### config.mk
export PLATFORM = sky130hd
export DESIGN_NAME = dataflow_ready_sync
export DESIGN_NICKNAME = d
export VERILOG_FILES = /design/src/rtl/dataflow_ready_sync.sv
export SDC_FILE = /design/constraint.sdc
export NUM_CORES = 1
export LEC_CHECK = 0
export CORE_UTILIZATION = 51
export DETAILED_ROUTE_END_ITERATION = 16
export GPL_ROUTABILITY_DRIVEN = 0
export PLACE_DENSITY = 0.8
export REMOVE_ABC_BUFFERS = 1
export SYNTH_ARGS = -nofsm -noshare
export SYNTH_HDL_FRONTEND = slang
export SYNTH_SLANG_ARGS = --single-unit
### constraint.sdc
create_clock -name clock -period 1.8 [get_ports clock]
set_input_delay 0.36 -clock clock [delete_from_list [all_inputs] [get_ports clock]]
set_output_delay 0.36 -clock clock [all_outputs]
set_load 0.01 [all_outputs]
### src/rtl/dataflow_ready_sync.sv
// ---------------------------------------------------------------------------
// dataflow_ready_sync
//
// Start/ready synchroniser for an HLS dataflow region of N_PROC concurrent
// processes. It gates each process's ap_start so that no process can begin
// iteration k+1 until every process has accepted iteration k. It also exports
// the per-process "already ready" flags and a one-cycle-delayed ap_idle,
// which the deadlock detector consumes directly. A watchdog raises a sticky
// flag when the region stays partially ready for STALL_LIMIT cycles.
//
// Ports:
//   clock          rising-edge clock
//   reset          synchronous, active-low reset
//   ap_start       region start request
//   ap_ready       region accepted the current iteration (combinational)
//   proc_ap_start  per-process start, masked once that process has counted
//   proc_ap_ready  per-process ap_ready pulse/level
//   proc_ap_idle   per-process ap_idle
//   ready_count    per-process "already ready this iteration" flag
//   proc_idle_d    proc_ap_idle delayed by one cycle
//   stall_flag     sticky watchdog flag
//   stall_origin   processes still not ready when stall_flag was set
//   stall_clear    clears stall_flag, stall_origin and the stall counter
// ---------------------------------------------------------------------------
module dataflow_ready_sync #(
  parameter int N_PROC      = 2,
  parameter int STALL_W     = 16,
  parameter int STALL_LIMIT = 1000
) (
  input  logic              clock,
  input  logic              reset,
  input  logic              ap_start,
  output logic              ap_ready,
  output logic [N_PROC-1:0] proc_ap_start,
  input  logic [N_PROC-1:0] proc_ap_ready,
  input  logic [N_PROC-1:0] proc_ap_idle,
  output logic [N_PROC-1:0] ready_count,
  output logic [N_PROC-1:0] proc_idle_d,
  output logic              stall_flag,
  output logic [N_PROC-1:0] stall_origin,
  input  logic              stall_clear
);

  localparam logic [STALL_W-1:0] LIMIT    = STALL_W'(STALL_LIMIT);
  localparam logic [STALL_W-1:0] LIMIT_M1 = STALL_W'(STALL_LIMIT - 1);

  // Saturating increment: holds at LIMIT so the counter never wraps while
  // the region remains stuck.
  function automatic logic [STALL_W-1:0] sat_inc(input logic [STALL_W-1:0] v);
    if (v == LIMIT) begin
      sat_inc = v;
    end else begin
      sat_inc = v + STALL_W'(1);
    end
  endfunction

  logic [N_PROC-1:0]  sync_vec;
  logic               partial;
  logic               stall_set;
  logic [STALL_W-1:0] stall_cnt;

  // A process counts as synchronised either by its live ready or by having
  // already reported ready earlier in this iteration.
  assign sync_vec      = proc_ap_ready | ready_count;
  assign ap_ready      = &sync_vec;
  assign proc_ap_start = {N_PROC{ap_start}} & ~ready_count;

  // Partial: some process has counted but the iteration has not completed.
  assign partial   = (|ready_count) & ~ap_ready;
  assign stall_set = partial & (stall_cnt == LIMIT_M1) & ~stall_flag;

  // ---- registered stage: iteration state, idle delay, watchdog ----
  always_ff @(posedge clock) begin
    if (!reset) begin
      ready_count  <= '0;
      proc_idle_d  <= '0;
      stall_cnt    <= '0;
      stall_flag   <= 1'b0;
      stall_origin <= '0;
    end else begin
      // Completion clears every flag, even for a process that is ready in
      // the completing cycle; otherwise ready is independent of ap_start.
      if (ap_ready) begin
        ready_count <= '0;
      end else begin
        ready_count <= ready_count | proc_ap_ready;
      end

      proc_idle_d <= proc_ap_idle;

      // Clear takes precedence over a same-cycle set and restarts the count.
      if (stall_clear) begin
        stall_cnt    <= '0;
        stall_flag   <= 1'b0;
        stall_origin <= '0;
      end else begin
        if (!partial) begin
          stall_cnt <= '0;
        end else begin
          stall_cnt <= sat_inc(stall_cnt);
        end
        if (stall_set) begin
          stall_flag   <= 1'b1;
          stall_origin <= ~ready_count & ~proc_ap_ready;
        end
      end
    end
  end

endmodule

# == Word level (Yosys, flattened, before mapping) ==
# Index checks and enable logic that the tools add are counted.
# classes
add_sub_neg,1
eq_ne,2
div_mod_pow,0
shift,0
multipliers,0
n_bitwise,12
n_mux,0
n_lt_le_gt_ge,0
n_reduce_logical,5
# ops
cell,count
$eq 16x10->1 const B,2
$add 16x1->16 const B,1
$reduce_or 2->1,3
$and 2x2->2,2
$not 1->1,4
$not 2->2,2
$and 1x1->1,3
$reduce_or 3->1,1
$or 2x2->2,1
$reduce_and 2->1,1
# word_totals
out_inout_bits,10
ff_bits,23
n_memories,0
mem_bits_rw,0
word_cells,25
input_bits,8
romBits,0
latch_bits,0

# == Logic depth before layout (Yosys ltp) ==
# Gate-level depths: netlist (run 1).
# depth
depth_word,6
ltp_mapped,6
mapped_depth_nobuf,6

# == Worst setup path after synthesis (run 1) ==
# Ideal clock, no wire load.
# synth_timing
path_type,flip-flop to flip-flop
from,register ready_count[1]
to,register stall_cnt[11]
t_arrival_ps,1414
period_less_slack_ps,1479
path_slack_ps,321
setup_ps,65
path_buffers,1
required_ps,1735
stages_incl_launch_ff,5
path_cell_list,dfxtp_1 or3b_2 a21o_1 clkbuf_1 nor2_1
# synth_via
elab_chain_len,6
elab_cells_between_ends,7
classes_between,4 x bitwise; 3 x reduce/logical
# synth_lines
item,line_no,source
"start, declared",37,"output logic [N_PROC-1:0] ready_count,"
"start signal, assigned",86,ready_count <= ready_count | proc_ap_ready;
$or 2x2->2,64,assign sync_vec = proc_ap_ready | ready_count;
$reduce_and 2->1,65,assign ap_ready = &sync_vec;
$not 1->1,69,assign partial = (|ready_count) & ~ap_ready;
$and 1x1->1 *,69,
$not 1->1 (no source line) *,-,
$reduce_or 3->1 (no source line) *,-,
"end signal, assigned",100,stall_cnt <= sat_inc(stall_cnt);
"end, declared",60,logic [STALL_W-1:0] stall_cnt;
# Every way passes the cells marked *; elsewhere a longest branch is shown, timed or not.
# A chain may end at the register's enable or synchronous reset.

# == Worst setup path after layout (run 1) ==
# layout_timing
from,register stall_cnt[3]
to,register stall_cnt[15]
# layout_via
elab_chain_len,1
elab_cells_between_ends,2
classes_between,1 x add/sub; 1 x eq/ne
# layout_lines
item,line_no
$add 16x1->16 or $eq 16x10->1 (tied branches),"53, 50"
# Parallel ways exist; a longest one is shown, timed or not.

==> parameters.txt, run 1 <==
Parameter                              Value

Clock tree
  Root buffer cell    clkbuf_4
  CTS tree    yes
  Buffer depth of the longest clock path    2
  Clock transition at path regs    between 0.1 and 0.15 ns
  CTS Sinks    23
  Post-CTS repair timing setup buffer count    0
  Clock insertion delay at the later pin of the skew report    between 0.2 and 0.3 ns
  # H-tree levels    1
  Number of hold-repair buffers added at the cts stage    0
  Number of buffers added by the clock tree synthesis step    3

Cells and area
  Area occupied by registers    around 460 sq um
  Synth-to-layout area growth    24.0%
  Filler cell count    approximately 190
  Area of the multi-input gates    roughly 590 sq um
  Nets    approximately 160
  Count of antenna diodes in the layout    0
  Share of final-layout standard cells stronger than drive strength 1    0.102

Placed design
  Port Buffer Count    17
  DPL Wire Length    ~1700 um
  Setup Slack @ Placement    -0.0885 ns

Route
  Final ANT Viol Nets    0
  Remaining DRCs    0
  Wire length after detailed routing    2230 um
  Wire per inst    12.8 um
  Routed met3 length    ~100 um
  DRT Pass-1 Iters    4
  Routed wire length on met2    1140 um
  Via count normalized by instance count    5.47
  Number of DRC markers in iteration 0    28
  Via count    between 900 and 1000
  Top layer reached by signal wires    met4
  Met1 wire length    954 um

Critical path
  End of the worst register-to-register path    stall_cnt[15]$_SDFFE_PP0P_
  Worst setup path end    stall_cnt[15]$_SDFFE_PP0P_
  Worst reg2reg path depth    4
  Highest net fanout along the worst path    7
  Classification of the worst setup path    flip-flop to flip-flop
  Element type at the critical path end    flip-flop
  Flop2flop setup slack    0.15 ns
  Startpoint of the worst-slack reg-to-reg timing path    stall_cnt[3]$_SDFFE_PP0P_
  Startpoint class of the critical path    flip-flop
  Required time at the endpoint of the critical path    approximately 2 ns
  Data arrival time at the worst-slack endpoint    ~1.9 ns
  Start point of the critical path    stall_cnt[3]$_SDFFE_PP0P_

Timing
  Final period util    0.918
  Fin Clk Skew    around 0.0030 ns
  RSZ-0062 raised after global routing    false
  Number of max-slew violations in the final report    0
  Final critical path time including I/O delays and setup    around 1.7 ns
  Fin. Hold Viols    0
  Highest clock frequency the design can meet    around 610 MHz
  Final setup vio count    0
  Transition time of the tightest slew-check pin    0.377 ns
  Fin worst setup slack    0.148 ns
  Max_slew headroom    0.746
  Worst hold slack    0.484 ns

Power and ir drop
  Leakage power of the design    0.459 nW
  Total power divided by cell area    slightly above 600 mW/mm^2
  Maximum VDD drop    between 0.0004 and 0.0005 V

Yosys
  Combined area of all synthesized cells    0.00107 sq mm
  Mean post-synth cell area    between 8 and 9 sq um
  Yosys warning count    0
  Cell count after synthesis    123
  Synth cell types    31
  Number of storage elements in the synthesis netlist    23
  Register area share after synthesis    0.431

Floorplan
  Effective utilization at floorplan    0.545
  Die W    between 40 and 50 um
  Number of placement rows    16
  Total Die Area    ~0.0023 sq mm
  Die Height    47.8 um
  Boundary Pins    18
  CORE AREA    just under 0.002 sq mm

GRT
  Total GRT Usage    0.211
  First-pass GRT wire length    3350 um
  Vias in the first global route    between 800 and 900
  Antenna violations before repair    0
  Pin count of the biggest net entering global routing    13
  GR Overflow Total    0

Min path
  Class of the worst hold path    flip-flop to flip-flop

Job
  Number of violations of the max-capacitance limit    0

Status
  Status    finished, final reports clean
-- synth_stat cells, drive strengths merged --
cell type	number	area [sq um]
nor4	2	12.5
nand4bb	1	11.3
nor2b	3	18.8
ha	2	25.0
xor2	9	78.8
nand2	5	18.8
or2	1	6.26
dfxtp	23	460
nand4	5	37.5
o21ai	6	30.0
and2	3	18.8
buf	1	7.51
nor2	17	63.8
a21o	2	15.0
or3	3	23.8
nand3	10	50.1
nand2b	1	6.26
or2b	1	7.51
nor3	3	15.0
and3	2	12.5
and4	4	36.3
xnor2	2	17.5
or3b	2	17.5
a21oi	9	45.0
clkbuf	2	7.51
nor4b	1	8.76
inv	2	7.51
and3b	1	8.76
-- per-stage QoR --
| stage | instances | utilization | TNS (ns) | instance area, sq um | total power (W) |
|---|---|---|---|---|---|
| finish | 174 | 0.675 | 0 | 1330 | 0.000806 |
| global route | 174 | 0.675 | 0 | 1330 | 0.000843 |
| CTS | 174 | 0.675 | 0 | 1330 | 0.000817 |
| detailed placement | 170 | 0.664 | -0.854 | 1300 | 0.000595 |
| global placement | 170 | 0.664 | -0.472 | 1300 | 0.000592 |
| floorplan | 120 | - | 0 | 1050 | 0.000549 |
-- where the power goes --
part           leakage (nW)  internal (W)  switching, W
Combinational         0.258     0.0000387     0.0000235
Clock                0.0150     0.0000861      0.000140
Sequential            0.186      0.000514    0.00000365
Total                 0.459      0.000639      0.000167
-- what timing repair did --
action	CTS	global route
endpoints found under the setup margin	3	0
endpoints found under the hold margin	0	0
resized for setup	3	0
-- worst max-delay path, stage by stage, from the launching register on --
cell,delay (ns)
dfxtp_1,0.48
nand4_2,0.19
or3_4,0.41
or3_1,0.35
a21oi_1,0.15
-- sequential cells by signal (all words and copies together), names as in the netlist --
name and cells:
stall_cnt 16, ready_count 2, stall_origin 2, proc_idle_d 2, stall_flag 1
-- final cells by class --
class                   count  area share
repair buffers             23       0.160
flip-flops and latches     23       0.347
inverters                   2     0.00567
clock buffers               4      0.0198
well taps                  27      0.0255
multi-input cells          95       0.442
-- cell families (layout without fill, tap and decap cells) --
group,count (synthesis),in the layout,synth area share
simple gates,65,65,0.350
flops,23,23,0.431
compound gates,17,17,0.0843
xor+xnor,11,11,0.0902
buf+inv,5,29,0.0211
fa+ha+maj,2,2,0.0234
-- per-layer routing --
layer  vias to the layer above  GRT usage
met5                         -          0
met4                         0     0.0833
met3                         4     0.0377
met2                        26      0.386
met1                       436      0.241
li1                        485          -
-- cells in the final DEF, fill, tap and decap left out, drive strengths merged, types with 5 or more instances in the layout --
master,instances
o21ai,6
dfxtp,23
nand2,5
clkdlybuf4s50,14
buf,6
nor2,17
nand3,10
a21oi,9
xor2,9
nand4,5
-- worst min path at each step --
stage / from / end / depth (start not counted)
floorplan: stall_cnt[15]$_SDFFE_PP0P_ / stall_cnt[15]$_SDFFE_PP0P_ / 2
global placement: stall_origin[1]$_SDFFE_PP0P_ / stall_origin[1]$_SDFFE_PP0P_ / 2
detailed placement: stall_origin[1]$_SDFFE_PP0P_ / stall_origin[1]$_SDFFE_PP0P_ / 2
CTS: stall_origin[1]$_SDFFE_PP0P_ / stall_origin[1]$_SDFFE_PP0P_ / 2
global route: stall_origin[1]$_SDFFE_PP0P_ / stall_origin[1]$_SDFFE_PP0P_ / 2
finish: stall_origin[1]$_SDFFE_PP0P_ / stall_origin[1]$_SDFFE_PP0P_ / 2
Note: power is estimated with default switching activity, not from simulation.
==> run 2, diff against run 1 <==
ABC_CLOCK_PERIOD_IN_PS = 1800   (was not set)
HOLD_SLACK_MARGIN = 0.06   (was not set)
SLEW_MARGIN = 10   (was not set)
==> results of run 2 <==
No change in the layout: final DEF, timing and power equal those of run 1.
